### config.mk
export PLATFORM = sky130hd
export DESIGN_NAME = fetch_unit
export DESIGN_NICKNAME = d
export VERILOG_FILES = /design/src/rtl/fetch_unit_pkg.sv /design/src/rtl/fetch_unit_npc.sv /design/src/rtl/fetch_unit.sv
export SDC_FILE = /design/constraint.sdc
export NUM_CORES = 1
export LEC_CHECK = 0
export BUFFER_PORTS_ARGS = -buffer_cell sky130_fd_sc_hd__buf_2
export CORE_ASPECT_RATIO = 0.75
export CORE_MARGIN = 2
export CORE_UTILIZATION = 45
export CTS_CLUSTER_DIAMETER = 30
export DETAILED_ROUTE_END_ITERATION = 12
export PLACE_DENSITY = 0.71
export SYNTH_ARGS = -nofsm -noshare
export SYNTH_HDL_FRONTEND = slang
export SYNTH_SLANG_ARGS = --single-unit
### constraint.sdc
create_clock -name clk -period 4 [get_ports clk]
set_input_delay 0.8 -clock clk [delete_from_list [all_inputs] [get_ports clk]]
set_output_delay 0.8 -clock clk [all_outputs]
set_load 0.005 [all_outputs]
### src/rtl/fetch_unit_pkg.sv
// Shared constants and next-PC select encodings for the fetch stage.
package fetch_unit_pkg;

    localparam logic [31:0] PC_RESET   = 32'h0000_3000;
    localparam logic [31:0] EXC_VECTOR = 32'h0000_4180;
    localparam logic [31:0] NOP_WORD   = 32'h0000_0000;

    typedef enum logic [1:0] {
        NPC_SEQ = 2'b00,
        NPC_BR  = 2'b01,
        NPC_J   = 2'b10,
        NPC_JR  = 2'b11
    } npc_op_t;

endpackage

### src/rtl/fetch_unit_npc.sv
// Next-PC selection: sequential, taken branch, j/jal or jr target.
// Branch and jump targets use the IF/ID PC+4, so the delay-slot
// instruction (currently being fetched) is never skipped.
module npc
    import fetch_unit_pkg::*;
(
    input  logic [31:0] pc,
    input  logic [31:0] if_id_pc4,
    input  logic [1:0]  npc_op,
    input  logic        br,
    input  logic [15:0] id_imm16,
    input  logic [25:0] id_jidx,
    input  logic [31:0] jr_target,
    output logic [31:0] seq_pc4,
    output logic [31:0] next_pc
);

    npc_op_t     op;
    logic [31:0] br_target;

    assign op = npc_op_t'(npc_op);

    // Target arithmetic is 32-bit modulo; sequential is the default choice.
    always_comb begin
        seq_pc4   = pc + 32'd4;
        br_target = if_id_pc4 + {{14{id_imm16[15]}}, id_imm16, 2'b00};
        next_pc   = seq_pc4;
        case (op)
            NPC_BR: begin
                if (br) begin
                    next_pc = br_target;
                end
            end
            NPC_J:   next_pc = {if_id_pc4[31:28], id_jidx, 2'b00};
            NPC_JR:  next_pc = jr_target;
            default: next_pc = seq_pc4;
        endcase
    end

endmodule

### src/rtl/fetch_unit.sv
// Instruction fetch stage: PC register, IF/ID pipeline register and
// misaligned-fetch flag. Exceptions override stalls; stalls drop redirects.
module fetch_unit
    import fetch_unit_pkg::*;
(
    input  logic        clk,
    input  logic        reset,
    input  logic        stall,
    input  logic        exc_req,
    input  logic [1:0]  npc_op,
    input  logic        br,
    input  logic [15:0] id_imm16,
    input  logic [25:0] id_jidx,
    input  logic [31:0] jr_target,
    input  logic [31:0] imem_rdata,
    output logic [31:0] imem_addr,
    output logic [31:0] if_id_instr,
    output logic [31:0] if_id_pc4,
    output logic [31:0] if_id_pc,
    output logic        addr_err
);

    logic [31:0] pc;
    logic [31:0] seq_pc4;
    logic [31:0] next_pc;
    logic        fetch_misaligned;

    assign imem_addr        = pc;
    assign fetch_misaligned = (pc[1:0] != 2'b00);

    npc u_npc (
        .pc        (pc),
        .if_id_pc4 (if_id_pc4),
        .npc_op    (npc_op),
        .br        (br),
        .id_imm16  (id_imm16),
        .id_jidx   (id_jidx),
        .jr_target (jr_target),
        .seq_pc4   (seq_pc4),
        .next_pc   (next_pc)
    );

    // PC and IF/ID update: reset, exception, stall hold, then normal advance.
    always_ff @(posedge clk) begin
        if (reset) begin
            pc          <= PC_RESET;
            if_id_instr <= NOP_WORD;
            if_id_pc4   <= PC_RESET + 32'd4;
            if_id_pc    <= PC_RESET;
            addr_err    <= 1'b0;
        end else if (exc_req) begin
            pc          <= EXC_VECTOR;
            if_id_instr <= NOP_WORD;
            if_id_pc4   <= seq_pc4;
            if_id_pc    <= pc;
            addr_err    <= 1'b0;
        end else if (!stall) begin
            pc          <= next_pc;
            if_id_instr <= fetch_misaligned ? NOP_WORD : imem_rdata;
            if_id_pc4   <= seq_pc4;
            if_id_pc    <= pc;
            addr_err    <= fetch_misaligned;
        end
    end

endmodule

# Yosys cells after proc, flatten, opt, wreduce, memory -nomap -nowiden
# Cells that the tools add are included.
[totals] regBits=129 latch_bits=0 ram_bits=0 rom_bits=0 in_bits=113 output_inout_bits=129 elab_cells=23 memories=0
[classes] addsub=2 n_mul=0 n_div=0 order_cmp=0 n_eq_ne=4 shift=0 mux=9 bitwise_logic=0 reduce_logical=2
[ops] op="2-to-1 mux 32 bit" n=6
[ops] op="one-hot mux 32 bit (3 select lines)" n=1
[ops] op="adder 32 x 3 -> 32 bit, second input constant" n=1
[ops] op="adder 32 bit" n=1
[ops] op="2-to-1 mux 15 bit" n=2
[ops] op="equality test 2 bit, second input constant" n=2
[ops] op="equality test 2 x 1 -> 1 bit, second input constant" n=1
[ops] op="inequality test 2 x 1 -> 1 bit, second input constant" n=1
[ops] op="nonzero test 2 bit" n=1
[ops] op="OR reduction 2 bit" n=1

# Depth between registers and ports, before layout
[depth] depth_word=5 ltp_mapped=10 mapped_depth_nobuf=10

# Cells and area by module
# From an unflattened synthesis, not the netlist that was laid out.
[hier_totals] cells_unflattened=985 area_unflattened_um2=7827.5
[by_module_without_submodules] module="fetch_unit" n_inst=1 cells_per_inst=495 area_per_inst_um2=4553.1 seq_area_each_um2=2582.5
[by_module_without_submodules] module="npc" n_inst=1 cells_per_inst=490 area_per_inst_um2=3274.4 seq_area_each_um2=0.0

# Worst setup path after synthesis
# No wires, ideal clock.
[synth_path] kind="input-to-reg" start="in id_imm16[5]" end="reg pc[19], in the netlist imem_addr[19]" setup_ns=0.117 arrival_ns=2.961 required_ns=3.883 slack_ns=0.921 stages=9 n_path_buf=0 path_cell_list="ha_1 -> o21a_1 -> or2_4 -> a41oi_2 -> nor2_2 -> nor4b_2 -> nor2_1 -> or4_1 -> a32o_1"
[synth_between] elab_chain_cells=3
[synth_lines] element="start: declaration" line="fetch_unit.sv:12" source="input logic [15:0] id_imm16,"
[synth_lines] element="adder 32 bit" line="fetch_unit_npc.sv:26" source="br_target = if_id_pc4 + {{14{id_imm16[15]}}, id_imm16, 2'b00};"
[synth_lines] element="2-to-1 mux 32 bit" line="fetch_unit_npc.sv:30" source="if (br) begin"
[synth_lines] element="one-hot mux 32 bit (3 select lines)" line="fetch_unit_npc.sv:28" source="case (op)"
[synth_lines] element="end signal: assignment" line="fetch_unit.sv:58" source="pc <= next_pc;"
[synth_lines] element="end: declaration" line="fetch_unit.sv:23" source="logic [31:0] pc;"
# Every way passes these cells.
# A chain may end at the register's enable or synchronous reset.

# Worst setup path after layout
[layout_path] start="in id_imm16[0]" end="reg pc[30], in the netlist imem_addr[30]"
# Same word-level chain as after synthesis.

==> metrics.txt <==
fillcell total approximately 1600; Rel. slew slack 41.5%; Die W 154 um; DR iter-0 viols 707; Hold WC Path Type flop to flop; drt total wl approximately 26 mm; Synth cell types 69; Async S/R FF share, synth 0%; first-pass GRT wire length between 30 and 40 mm; Worst Max-Slew Pin Slew 874 ps; Slew Viols, Final 0; DRT Pass-1 Iters 5; ys flop type dfxtp_1; post-synthesis area per instance 7.73 um^2; Core Region ~0.017 mm^2; Post-Syn Area 0.00758 mm^2; WS Path Type input port to flop; most common cell in the netlist dfxtp_1; grt total ovfl 0; WP data arrival 3290 ps; Skew-Pair Late Insertion Delay 430 ps; HPWL after detailed placement a little under 20 mm; share of the core filled with cells a little under three fifths; Die Ht 116 um; peak supply drop 0.242 mV; commonest cells in the netlist dfxtp_1, nand2_1, nor2_1; register area 0.00254 mm^2; synth top area cells dfxtp_1, a21oi_1, nand2_1; FF-to-FF path depth 9; I/O Pins 242; Syn Nets approximately 1100; Routability Congestion 0.964; area of the multi-input gates 0.00468 mm^2; register-to-register setup slack 1090 ps; initial antenna violation count 2; sequential element share of the synthesized area 33.5%; number of core rows a little over 40; RSZ-0062 raised after global routing false; post-CTS setup buffers 0; gr usage total between 20% and 30%; CTS buffer count 17; status completed; area leader, netlist dfxtp_1; Clock Path Buffers 2; final hold slack 448 ps; # DRC 0; setup_tns 0 ps; reg2reg end imem_addr[19]$_SDFFE_PP0N_; CTS tree done; Synth top area share 33.5%; flip-flop and latch count after synthesis between 100 and 150; DR vias 8190; Final min period around 3000 ps; area of the die 0.0179 mm^2; required time worst endpoint 4310 ps; Post-synth EDFFs 0; fin crit share 74.6%; Area Overhead vs Synth 25.6%; CTS clk-pin slew, worst paths 60 ps; Worst setup EP type flop; power after layout 0.00368 W; Initial Util 45.5%; vias in the first global route between 7000 and 8000; PortBufs 241; root buf cell clkbuf_16; routed len/inst 18.1 um; share of cells above drive strength 1 26.9%; f_max 0.335 GHz; Fin. Hold Viols 0; final std cells w/o fill around 1400; CP Launch Type input port; post-cts resize count 0; yosys warns 0; CP endpoint imem_addr[30]$_SDFFE_PP0N_; antenna-violating nets left 0; Synth Instances 981; largest net degree at the start of global routing 46; H-tree Lvls 4; Worst Setup SP id_imm16[0]; DR vias/cell 5.79; Max-Cap Viols 0; hold path startpoint if_id_pc[30]$_SDFFE_PP0P_; Final Skew 7.68 ps; setup violators final 0; Nets 1330; reg2reg start if_id_pc4[3]$_SDFFE_PP0P_; leakage 4.22 nW; Cells after DPL 1382; cts hold-fix bufs 0; Critical Path Fanout Max 4; PD cells around 390 mW/mm^2; clock sink total 127
==> routing by layer <==
layer | vias to the layer above | routed length (um) | track usage, %
li1 | 3951 | - | -
met1 | 3836 | 11500 | 38.7
met2 | 361 | 11500 | 43.5
met3 | 40 | 2180 | 6.35
met4 | 2 | 487 | 9.03
met5 | - | 7 | 0
==> report_power, final <==
part           total [W]  internal (W)  switching [W]
Combinational   0.000649      0.000273       0.000376
Clock            0.00166       0.00100       0.000660
Sequential       0.00137       0.00132      0.0000573
==> sequential cells by signal, summed over array words and instances (netlist names), named ones only <==
signal	cells
if_id_pc4	32
if_id_pc	30
imem_addr	30
addr_err	1
if_id_instr	32
==> metrics by stage <==
| step | cell area, um^2 | setup slack (ps) |
|---|---|---|
| floorplan | 7580 | 921 |
| global placement | 8900 | 652 |
| detailed placement | 8900 | 596 |
| CTS | 9520 | 1030 |
| global route | 9520 | 796 |
| finish | 9520 | 1010 |
==> cell families (layout without fill, tap and decap cells) <==
group	Yosys count	after routing	synth area share, %
XOR/XNOR	47	47	5.43
AND/OR/NAND/NOR	350	350	21.2
adder cells (fa/ha/maj)	31	31	5.22
other	0	1	0
flip-flops	127	127	33.5
AO/OA/AOI/OAI	320	320	27.0
multiplexers	19	19	2.69
buffers and inverters	87	305	4.89
==> critical path, cell delays in order <==
cell and delay, ps:
buf_2 80, ha_1 260, fa_1 260, a21oi_1 110, o211ai_1 350, nand3_1 240, and3b_1 230, o31ai_1 390
nand4_1 200, a221oi_1 280, o21ai_1 100
==> worst min-delay path by stage <==
| stage | to | slack, ps | depth (start not counted) |
|---|---|---|---|
| CTS | if_id_pc[31]$_SDFFE_PP0P_ | 450 | 2 |
| global route | if_id_pc[31]$_SDFFE_PP0P_ | 470 | 2 |
| detailed placement | if_id_pc[5]$_SDFFE_PP0P_ | 440 | 2 |
| finish | if_id_pc[30]$_SDFFE_PP0P_ | 450 | 2 |
| global placement | if_id_pc[31]$_SDFFE_PP0P_ | 440 | 2 |
| floorplan | if_id_pc[6]$_SDFFE_PP0P_ | 450 | 2 |
==> layout make-up <==
| class | count | share of cell area [%] |
|---|---|---|
| clock inverter | 15 | 2.08 |
| inverter | 14 | 0.552 |
| multi-input combinational | 767 | 49.1 |
| clock buffer | 17 | 4.47 |
| timing repair buffer | 259 | 14.2 |
| tap | 215 | 2.83 |
| antenna | 1 | 0.0263 |
| sequential | 127 | 26.7 |
==> cell usage in the layout (no fill, tap or decap), drive strengths merged, types with 4 or more instances in the layout <==
| cell type | Yosys | routed |
|---|---|---|
| a22o | 8 | 8 |
| o21ai | 51 | 51 |
| nor2b | 8 | 8 |
| o31ai | 6 | 6 |
| nand2b | 8 | 8 |
| mux2 | 11 | 11 |
| and3 | 8 | 8 |
| and4 | 8 | 8 |
| o221ai | 5 | 5 |
| or3 | 4 | 4 |
| a21oi | 111 | 111 |
| a22oi | 36 | 36 |
| nor4 | 4 | 4 |
| nor2 | 121 | 121 |
| nand3 | 20 | 20 |
| a211oi | 41 | 41 |
| ha | 30 | 30 |
| a21o | 13 | 13 |
| and2 | 8 | 8 |
| nor3 | 11 | 11 |
| nand2 | 123 | 123 |
| dfxtp | 127 | 127 |
| clkbuf | 54 | 17 |
| xnor2 | 27 | 27 |
| a31oi | 10 | 10 |
| a221oi | 7 | 7 |
| buf | 19 | 259 |
| xor2 | 20 | 20 |
| or2 | 6 | 6 |
| o211ai | 6 | 6 |
| nand4 | 10 | 10 |
| mux2i | 8 | 8 |
| inv | 13 | 21 |
| o21a | 4 | 4 |
No activity file was read; power rests on OpenSTA's default activity.
